==> config.mk <==
export PLATFORM = sky130hd
export DESIGN_NAME = mem_copy_engine
export DESIGN_NICKNAME = d
export VERILOG_FILES = /design/src/rtl/mem_copy_engine.sv
export SDC_FILE = /design/constraint.sdc
export NUM_CORES = 1
export LEC_CHECK = 0
export ABC_AREA = 1
export CORE_MARGIN = 2
export CORE_UTILIZATION = 35
export DETAILED_ROUTE_END_ITERATION = 16
export PLACE_DENSITY = 0.59
export REMOVE_ABC_BUFFERS = 1
export SYNTH_ARGS = -nofsm -noshare
export SYNTH_HDL_FRONTEND = slang
export SYNTH_SLANG_ARGS = --single-unit
==> constraint.sdc <==
create_clock -name clock_in -period 2.4 [get_ports clock_in]
set_input_delay 0.36 -clock clock_in [delete_from_list [all_inputs] [get_ports clock_in]]
set_output_delay 0.36 -clock clock_in [all_outputs]
set_load 0.03 [all_outputs]
==> src/rtl/mem_copy_engine.sv <==
// Word-granular memory-to-memory copy engine.
// Reads one 32-bit word from the source pointer, then writes it to the
// destination pointer. Each word takes two cycles: READ, then WRITE.
// Ports:
//   clock_in, reset       - clock; asynchronous active-low reset
//   start, srcAddr,
//   dstAddr, length       - copy request, sampled only in IDLE
//   abort                 - stop after the current access
//   busy, done, error,
//   aborted, wordsDone    - status (done/error/aborted are one-cycle pulses)
//   address, writeData,
//   memWrite, memRead,
//   readData              - single-port memory interface
module mem_copy_engine #(
  parameter int unsigned MAX_LEN_W = 8
) (
  input  logic                 clock_in,
  input  logic                 reset,
  input  logic                 start,
  input  logic [31:0]          srcAddr,
  input  logic [31:0]          dstAddr,
  input  logic [MAX_LEN_W-1:0] length,
  input  logic                 abort,
  output logic                 busy,
  output logic                 done,
  output logic                 error,
  output logic                 aborted,
  output logic [MAX_LEN_W-1:0] wordsDone,
  output logic [31:0]          address,
  output logic [31:0]          writeData,
  output logic                 memWrite,
  output logic                 memRead,
  input  logic [31:0]          readData
);

  localparam int unsigned ADDR_W = 32;
  localparam int unsigned DATA_W = 32;

  typedef enum logic [1:0] {
    IDLE  = 2'd0,
    READ  = 2'd1,
    WRITE = 2'd2,
    DONE  = 2'd3
  } state_t;

  state_t               r_state, w_state_nxt;
  logic [ADDR_W-1:0]    r_src, w_src_nxt;
  logic [ADDR_W-1:0]    r_dst, w_dst_nxt;
  logic [MAX_LEN_W-1:0] r_cnt, w_cnt_nxt;
  logic [DATA_W-1:0]    r_data, w_data_nxt;
  logic [MAX_LEN_W-1:0] r_words, w_words_nxt;

  logic                 r_busy, w_busy_nxt;
  logic                 r_done, w_done_nxt;
  logic                 r_error, w_error_nxt;
  logic                 r_aborted, w_aborted_nxt;
  logic [ADDR_W-1:0]    r_addr, w_addr_nxt;
  logic [DATA_W-1:0]    r_wdata, w_wdata_nxt;
  logic                 r_mrd, w_mrd_nxt;
  logic                 r_mwr, w_mwr_nxt;

  logic                 w_misaligned;

  assign w_misaligned = (srcAddr[1:0] != 2'b00) || (dstAddr[1:0] != 2'b00);

  // Next-state, datapath and next-output decode. Outputs are computed from
  // the next state so that registering them keeps them aligned with the state.
  always_comb begin
    w_state_nxt   = r_state;
    w_src_nxt     = r_src;
    w_dst_nxt     = r_dst;
    w_cnt_nxt     = r_cnt;
    w_data_nxt    = r_data;
    w_words_nxt   = r_words;
    w_error_nxt   = 1'b0;
    w_aborted_nxt = 1'b0;

    case (r_state)
      IDLE: begin
        if (start) begin
          if (w_misaligned) begin
            w_state_nxt = DONE;
            w_error_nxt = 1'b1;
          end else if (length == '0) begin
            w_words_nxt = '0;
            w_state_nxt = DONE;
          end else begin
            w_src_nxt   = srcAddr;
            w_dst_nxt   = dstAddr;
            w_cnt_nxt   = length;
            w_words_nxt = '0;
            w_state_nxt = READ;
          end
        end
      end
      READ: begin
        w_data_nxt = readData;
        if (abort) begin
          w_state_nxt   = DONE;
          w_aborted_nxt = 1'b1;
        end else begin
          w_state_nxt = WRITE;
        end
      end
      WRITE: begin
        w_src_nxt   = r_src + ADDR_W'(4);
        w_dst_nxt   = r_dst + ADDR_W'(4);
        w_cnt_nxt   = r_cnt - MAX_LEN_W'(1);
        w_words_nxt = r_words + MAX_LEN_W'(1);
        // Last-word completion takes priority over a coincident abort.
        if (r_cnt == MAX_LEN_W'(1)) begin
          w_state_nxt = DONE;
        end else if (abort) begin
          w_state_nxt   = DONE;
          w_aborted_nxt = 1'b1;
        end else begin
          w_state_nxt = READ;
        end
      end
      DONE: begin
        w_state_nxt = IDLE;
      end
      default: begin
        w_state_nxt = IDLE;
      end
    endcase

    w_busy_nxt  = (w_state_nxt == READ) || (w_state_nxt == WRITE);
    w_done_nxt  = (w_state_nxt == DONE);
    w_mrd_nxt   = (w_state_nxt == READ);
    w_mwr_nxt   = (w_state_nxt == WRITE);
    w_addr_nxt  = '0;
    w_wdata_nxt = '0;
    if (w_state_nxt == READ) begin
      w_addr_nxt = w_src_nxt;
    end else if (w_state_nxt == WRITE) begin
      w_addr_nxt  = w_dst_nxt;
      w_wdata_nxt = w_data_nxt;
    end
  end

  // State, datapath and output registers; reset clears everything at once.
  always_ff @(posedge clock_in or negedge reset) begin
    if (!reset) begin
      r_state   <= IDLE;
      r_src     <= '0;
      r_dst     <= '0;
      r_cnt     <= '0;
      r_data    <= '0;
      r_words   <= '0;
      r_busy    <= 1'b0;
      r_done    <= 1'b0;
      r_error   <= 1'b0;
      r_aborted <= 1'b0;
      r_addr    <= '0;
      r_wdata   <= '0;
      r_mrd     <= 1'b0;
      r_mwr     <= 1'b0;
    end else begin
      r_state   <= w_state_nxt;
      r_src     <= w_src_nxt;
      r_dst     <= w_dst_nxt;
      r_cnt     <= w_cnt_nxt;
      r_data    <= w_data_nxt;
      r_words   <= w_words_nxt;
      r_busy    <= w_busy_nxt;
      r_done    <= w_done_nxt;
      r_error   <= w_error_nxt;
      r_aborted <= w_aborted_nxt;
      r_addr    <= w_addr_nxt;
      r_wdata   <= w_wdata_nxt;
      r_mrd     <= w_mrd_nxt;
      r_mwr     <= w_mwr_nxt;
    end
  end

  assign busy      = r_busy;
  assign done      = r_done;
  assign error     = r_error;
  assign aborted   = r_aborted;
  assign wordsDone = r_words;
  assign address   = r_addr;
  assign writeData = r_wdata;
  assign memRead   = r_mrd;
  assign memWrite  = r_mwr;

endmodule

Word level (Yosys, flattened, before mapping)
Index checks and enable logic that the tools add are counted.

Add/subtract/negate cells: 4. Reductions and logical operators: 9. Shifts and indexed selects: 0. Bitwise logic cells: 0. Equality and inequality tests: 10. Multipliers: 0. Div/mod/pow operators: 0. Order comparisons: 0. Multiplexer cells: 33.

Operators with widths (number): $mux 32 (11); $pmux 32 s2 (2); $add 32x3->32 const B (2); $mux 8 (5); $pmux 8 s2 (2); $mux 2 (5); $add 8x1->8 const B (1); $eq 2x2->1 const B (4); $eq 8x1->1 const B (1); $logic_not 8->1 (1); $pmux 2 s4 (1); $sub 8x1->8 const B (1); $mux 1 (6); $ne 2x2->1 const B (3); $reduce_bool 2->1 (3); $eq 2x1->1 const B (2); $reduce_and 4->1 (1); $reduce_and 3->1 (1); $logic_not 2->1 (1); $logic_or 1x1->1 (2); $pmux 1 s2 (1).

Output and inout bits: 78. Memories kept: 0. Flip-flop bits (word level): 184. ROM bits: 0. Latch bits: 0. Bits in writable memories: 0. Input port bits: 108.

Depth between registers and ports, before layout
Depth in word-level cells: 8. Gate-level depth with buffers: 17. Depth with buffers taken out: 14.

Least setup slack after synthesis
No wires, ideal clock.

Path kind: flip-flop to flip-flop. From: reg r_state[0]. To: reg r_addr[17] (netlist: address[17]). Setup time: 65 ps. Stages on the path, launching flop included: 18. Buffers on the path: 4. Data arrival time: 2421 ps. Path slack: -86 ps. Path through: dfrtp_1 > inv_1 > ha_1 > buf_2 > inv_2 > buf_2 > buf_2 > o21bai_1 > nand2_1 > nor2_1 > inv_1 > ha_1 > inv_1 > nand2_1 > inv_1 > clkbuf_1 > nand2_1 > nand2_1.

Elaborated cells between the ends (all ways): 12. Those cells by class: eq/ne: 5; mux: 6; reduce/logical: 1.

RTL lines: start, declared (line 46) `state_t r_state, w_state_nxt;`; start signal, assigned (line 160) `r_state <= w_state_nxt;`; $eq 2x2->1, or another cell as far along (line 78) `case (r_state)`; $pmux 2 s4 * (line 78); net w_state_nxt[1] (line 46); $eq 2x1->1 *; net w_mrd_nxt (line 59) `logic r_mrd, w_mrd_nxt;`; $mux 32 * (line 134) `if (w_state_nxt == READ) begin`; net w_addr_nxt[17] (line 57) `logic [ADDR_W-1:0] r_addr, w_addr_nxt;`; end signal, assigned (line 170) `r_addr <= w_addr_nxt;`; end, declared (line 57).

The timed path passes the listed nets; every way through them passes the cells marked *. A chain may end at the register's enable or synchronous reset.

Worst setup path after layout
From: reg r_cnt[2]. To: reg r_addr[28] (netlist: address[28]).

Elaborated cells between the ends (all ways): 7. Those cells by class: eq/ne: 3; mux: 4.

RTL lines: start, declared (line 49) `logic [MAX_LEN_W-1:0] r_cnt, w_cnt_nxt;`; start signal, assigned (line 163) `r_cnt <= w_cnt_nxt;`; $eq 8x1->1 (line 111) `if (r_cnt == MAX_LEN_W'(1)) begin`; $mux 2 (line 111); $pmux 2 s4 (line 78); net w_state_nxt[1] (line 46); $eq 2x1->1; net w_mrd_nxt (line 59); $mux 32 (line 134); net w_addr_nxt[28] (line 57).

The timed path passes the listed nets, and every way through them passes these cells.

==> metrics.cfg <==
[placed_design]
gp_congestion = 0.928
pre_cts_ws_ns = -0.00443
hpwl_mm = 23.4
portBuffers = 185

[setup_path]
cp_common_cell = nand2_1
path_cells = inv_1, nand2_1, nor3_2, nand4_1, o21bai_1, nand2_1, nor2_1, inv_1, ha_1, inv_1, nand2_1, inv_1, buf_12, nand2_1, nand2_1
critPathSlowestCell = dfrtp_1
path_class = flip-flop to flip-flop
startpoint_type = flip-flop
slowest_delay_ns = 0.41
cp-end-kind = flip-flop
crit_arrival_ns = 2.58
crit_path_max_fanout = 30
required_ns = 2.77

[global_routing]
met2_usage = 0.343
grt_max_degree = 67
grt_pass1_wl_mm = 50.3
antenna_found_initial = 2
met3_usage = 0.0634
grt_pass1_vias = 9113
track_usage = 0.213
grtUsageMet1 = 0.280
grt_overflow = 0
top_usage_layer = met2

[clock_tree]
tritoncts.num_buffers = 17
cts_root_buf = clkbuf_16
clock_latency_ns = 0.44
htree_levels = 4
clk_pin_slew_ns = 0.07
cts_buffer_depth = 2
cts_tree = done
postCtsSetupBuffers = 0
clock-sinks = 184

[yosys]
synth.distinct_cells = 37
synth-simple-area-share = 0.379
synthAdderAreaFrac = 0.0149
async_flop_share = 1.00
yosysWarnings = 0
synth-main-ff-cell = dfrtp_1
synth_edf_count = 0
syn_area_um2 = 10000
synth_top_family_by_area = simple AND/OR/NAND/NOR gates
synth-seq-area-share = 0.458
synth_mux_area_frac = 0
syn_area_per_cell_um2 = 7.17
syn_inst = 1402
synth_compound_area_frac = 0.0599
synth_xor_area_frac = 0.00174
synth_seq_cells = 184

[sta]
fin_crit_ns = 2.21
max_freq_mhz = 452
tightest_slew_ns = 0.588
worst_slack_ns = 0.189
finalHoldViolCount = 0
slew_headroom = 0.608
fin_hold_ws_ns = 0.471
fin_skew_ns = 0.0101
rsz0062_at_grt = no
fin_tns_setup_ns = 0
post-route-period-util = 0.921
drv_slew = 0
setup_viol = 0

[route]
via_count = 9432
dr.pass1.iters = 5
first_iter_violations = 555
wl_per_cell_um = 15.7
ant_nets = 0
drc_errors = 0
post_drt_via_cell_ratio = 4.74
wl_mm = 31.3

[die]
rows = 62
core_area_um2 = 28500
die_height_um = 173
initial_core_util = 0.353
die_area_um2 = 30100
die_x_um = 173
io_pins = 186

[pwr]
pwr-share-clk = 0.215
ir_worst_vdd_mv = 0.628
swShare = 0.435
seqPwrFrac = 0.336
p_int_mw = 7.85
switchingPower_mw = 6.05
p_comb_frac = 0.449
pwr_density_cell_nw_per_um2 = 1060
p_leak_nw = 6.34

[min_path]
hold_path.class = flip-flop to flip-flop

[final_layout]
layout-drive-gt1-share = 0.0879
n_antenna_cell = 0
nets = 1712
area_delta_synth_final_pct = 29.9

[run]
max_cap_viol_count = 0

[outcome]
status = completed

-- through the flow --
stage / power [mW] / instance area, um^2 / util / std cells
floorplan: 8.27 / 9760 / - / 1355
global placement: 10.9 / 12400 / 0.436 / 1956
detailed placement: 11.0 / 12400 / 0.436 / 1956
CTS: 14.0 / 13000 / 0.458 / 1989
global route: 14.9 / 13000 / 0.458 / 1989
finish: 13.9 / 13000 / 0.458 / 1989
-- sequential cells by signal (all words and copies together), names as in the netlist --
register,count
aborted,1
r_src,32
wordsDone,8
busy,1
error,1
done,1
r_dst,32
address,32
writeData,32
r_state,2
memWrite,1
memRead,1
r_cnt,8
r_data,32
-- worst max-delay path, delay by kind of cell, from the launching register on --
family	cells	cell delay [ns]
buf+inv	5	0.57
flops	1	0.41
simple gates	8	0.81
fa+ha+maj	1	0.19
compound gates	1	0.15
-- path summary, 6_finish.rpt --
path                                      startpoint                    end  slack (ns)  cells past startpoint
worst min register to register    r_dst[0]$_DFF_PN0_     r_dst[0]$_DFF_PN0_        0.47                      2
worst max-delay path            r_cnt[2]$_DFFE_PN0P_  address[28]$_DFF_PN0_        0.19                     15
worst min-delay path              r_dst[0]$_DFF_PN0_     r_dst[0]$_DFF_PN0_        0.47                      2
max in group asynchronous                      reset    r_dst[16]$_DFF_PN0_        1.21                      3
worst max register to register  r_cnt[2]$_DFFE_PN0P_  address[28]$_DFF_PN0_        0.19                     15
min in group asynchronous                      reset    r_dst[25]$_DFF_PN0_        0.48                      2
-- power by group through the flow --
stage	clock [mW]	combinational (mW)	sequential (mW)
after floorplan	0	3.21	5.06
after global placement	0	6.23	4.71
after detailed placement	0	6.31	4.70
after CTS	3.03	6.32	4.66
after global routing	3.16	6.99	4.78
final	2.98	6.24	4.67
-- Yosys cell counts, types with 2 or more instances --
| cell | n | share of area |
|---|---|---|
| a22oi_1 | 2 | 0.0015 |
| inv_1 | 149 | 0.056 |
| buf_6 | 9 | 0.010 |
| buf_2 | 15 | 0.0075 |
| buf_4 | 6 | 0.0045 |
| nor2_1 | 149 | 0.056 |
| nand3_1 | 122 | 0.061 |
| nor3_1 | 5 | 0.0025 |
| o21bai_1 | 11 | 0.0082 |
| nand2_1 | 539 | 0.20 |
| or2_2 | 33 | 0.021 |
| clkbuf_1 | 12 | 0.0045 |
| nand3_2 | 14 | 0.014 |
| ha_1 | 12 | 0.015 |
| nand2_4 | 2 | 0.0022 |
| o21ai_1 | 6 | 0.0030 |
| o22ai_1 | 2 | 0.0012 |
| nor2_2 | 5 | 0.0031 |
| o31ai_1 | 2 | 0.0015 |
| nand2_2 | 9 | 0.0056 |
| buf_1 | 5 | 0.0019 |
| nand4_1 | 8 | 0.0050 |
| xor2_1 | 2 | 0.0017 |
| o21ai_0 | 71 | 0.035 |
| inv_2 | 4 | 0.0015 |
| dfrtp_1 | 184 | 0.46 |
| nor2_4 | 3 | 0.0034 |
| a21oi_1 | 12 | 0.0060 |
-- timing repair --
item	CTS	global route
resized for setup	0	1
hold buffers	1	0
endpoints found under the setup margin	0	58
endpoints found under the hold margin	62	0
-- layer usage --
metal / routed length, um / share of wire / vias up
met3: 2450 / 0.078 / 37
met2: 14200 / 0.45 / 278
met4: 585 / 0.019 / 4
met5: 30 / 0.00096 / -
li1: - / - / 4714
met1: 14100 / 0.45 / 4399
-- final cells by class --
class	count	area [um^2]
multi-input combinational	1017	4580
fill	2898	15400
clock inverter	14	179
inverter	154	583
sequential	184	4600
clock buffer	18	439
timing repair buffer	218	2180
tap	384	480
-- logic make-up (layout without fill, tap and decap cells) --
group | after synthesis | count (layout)
simple gates | 893 | 893
compound gates | 110 | 110
xor+xnor | 2 | 2
fa+ha+maj | 12 | 12
flops | 184 | 184
buf+inv | 201 | 404
-- cell usage in the layout, fill, tap and decap left out, types with 3 or more instances in the layout --
cell             count
buf_12               6
buf_4               26
o21ai_0             71
o21ai_1              6
o21bai_1            11
nand3_2             14
nor2_2               5
clkdlybuf4s50_1    184
nor2_1             149
nor2_4               3
nand2_2              9
or2_2               33
ha_1                11
nand3_1            122
inv_1              149
inv_6                5
clkbuf_16           17
nor3_1               4
inv_2                4
nand2_1            539
a21oi_1             12
nand4_1              8
dfrtp_1            184
(Power assumes the default switching activity.)
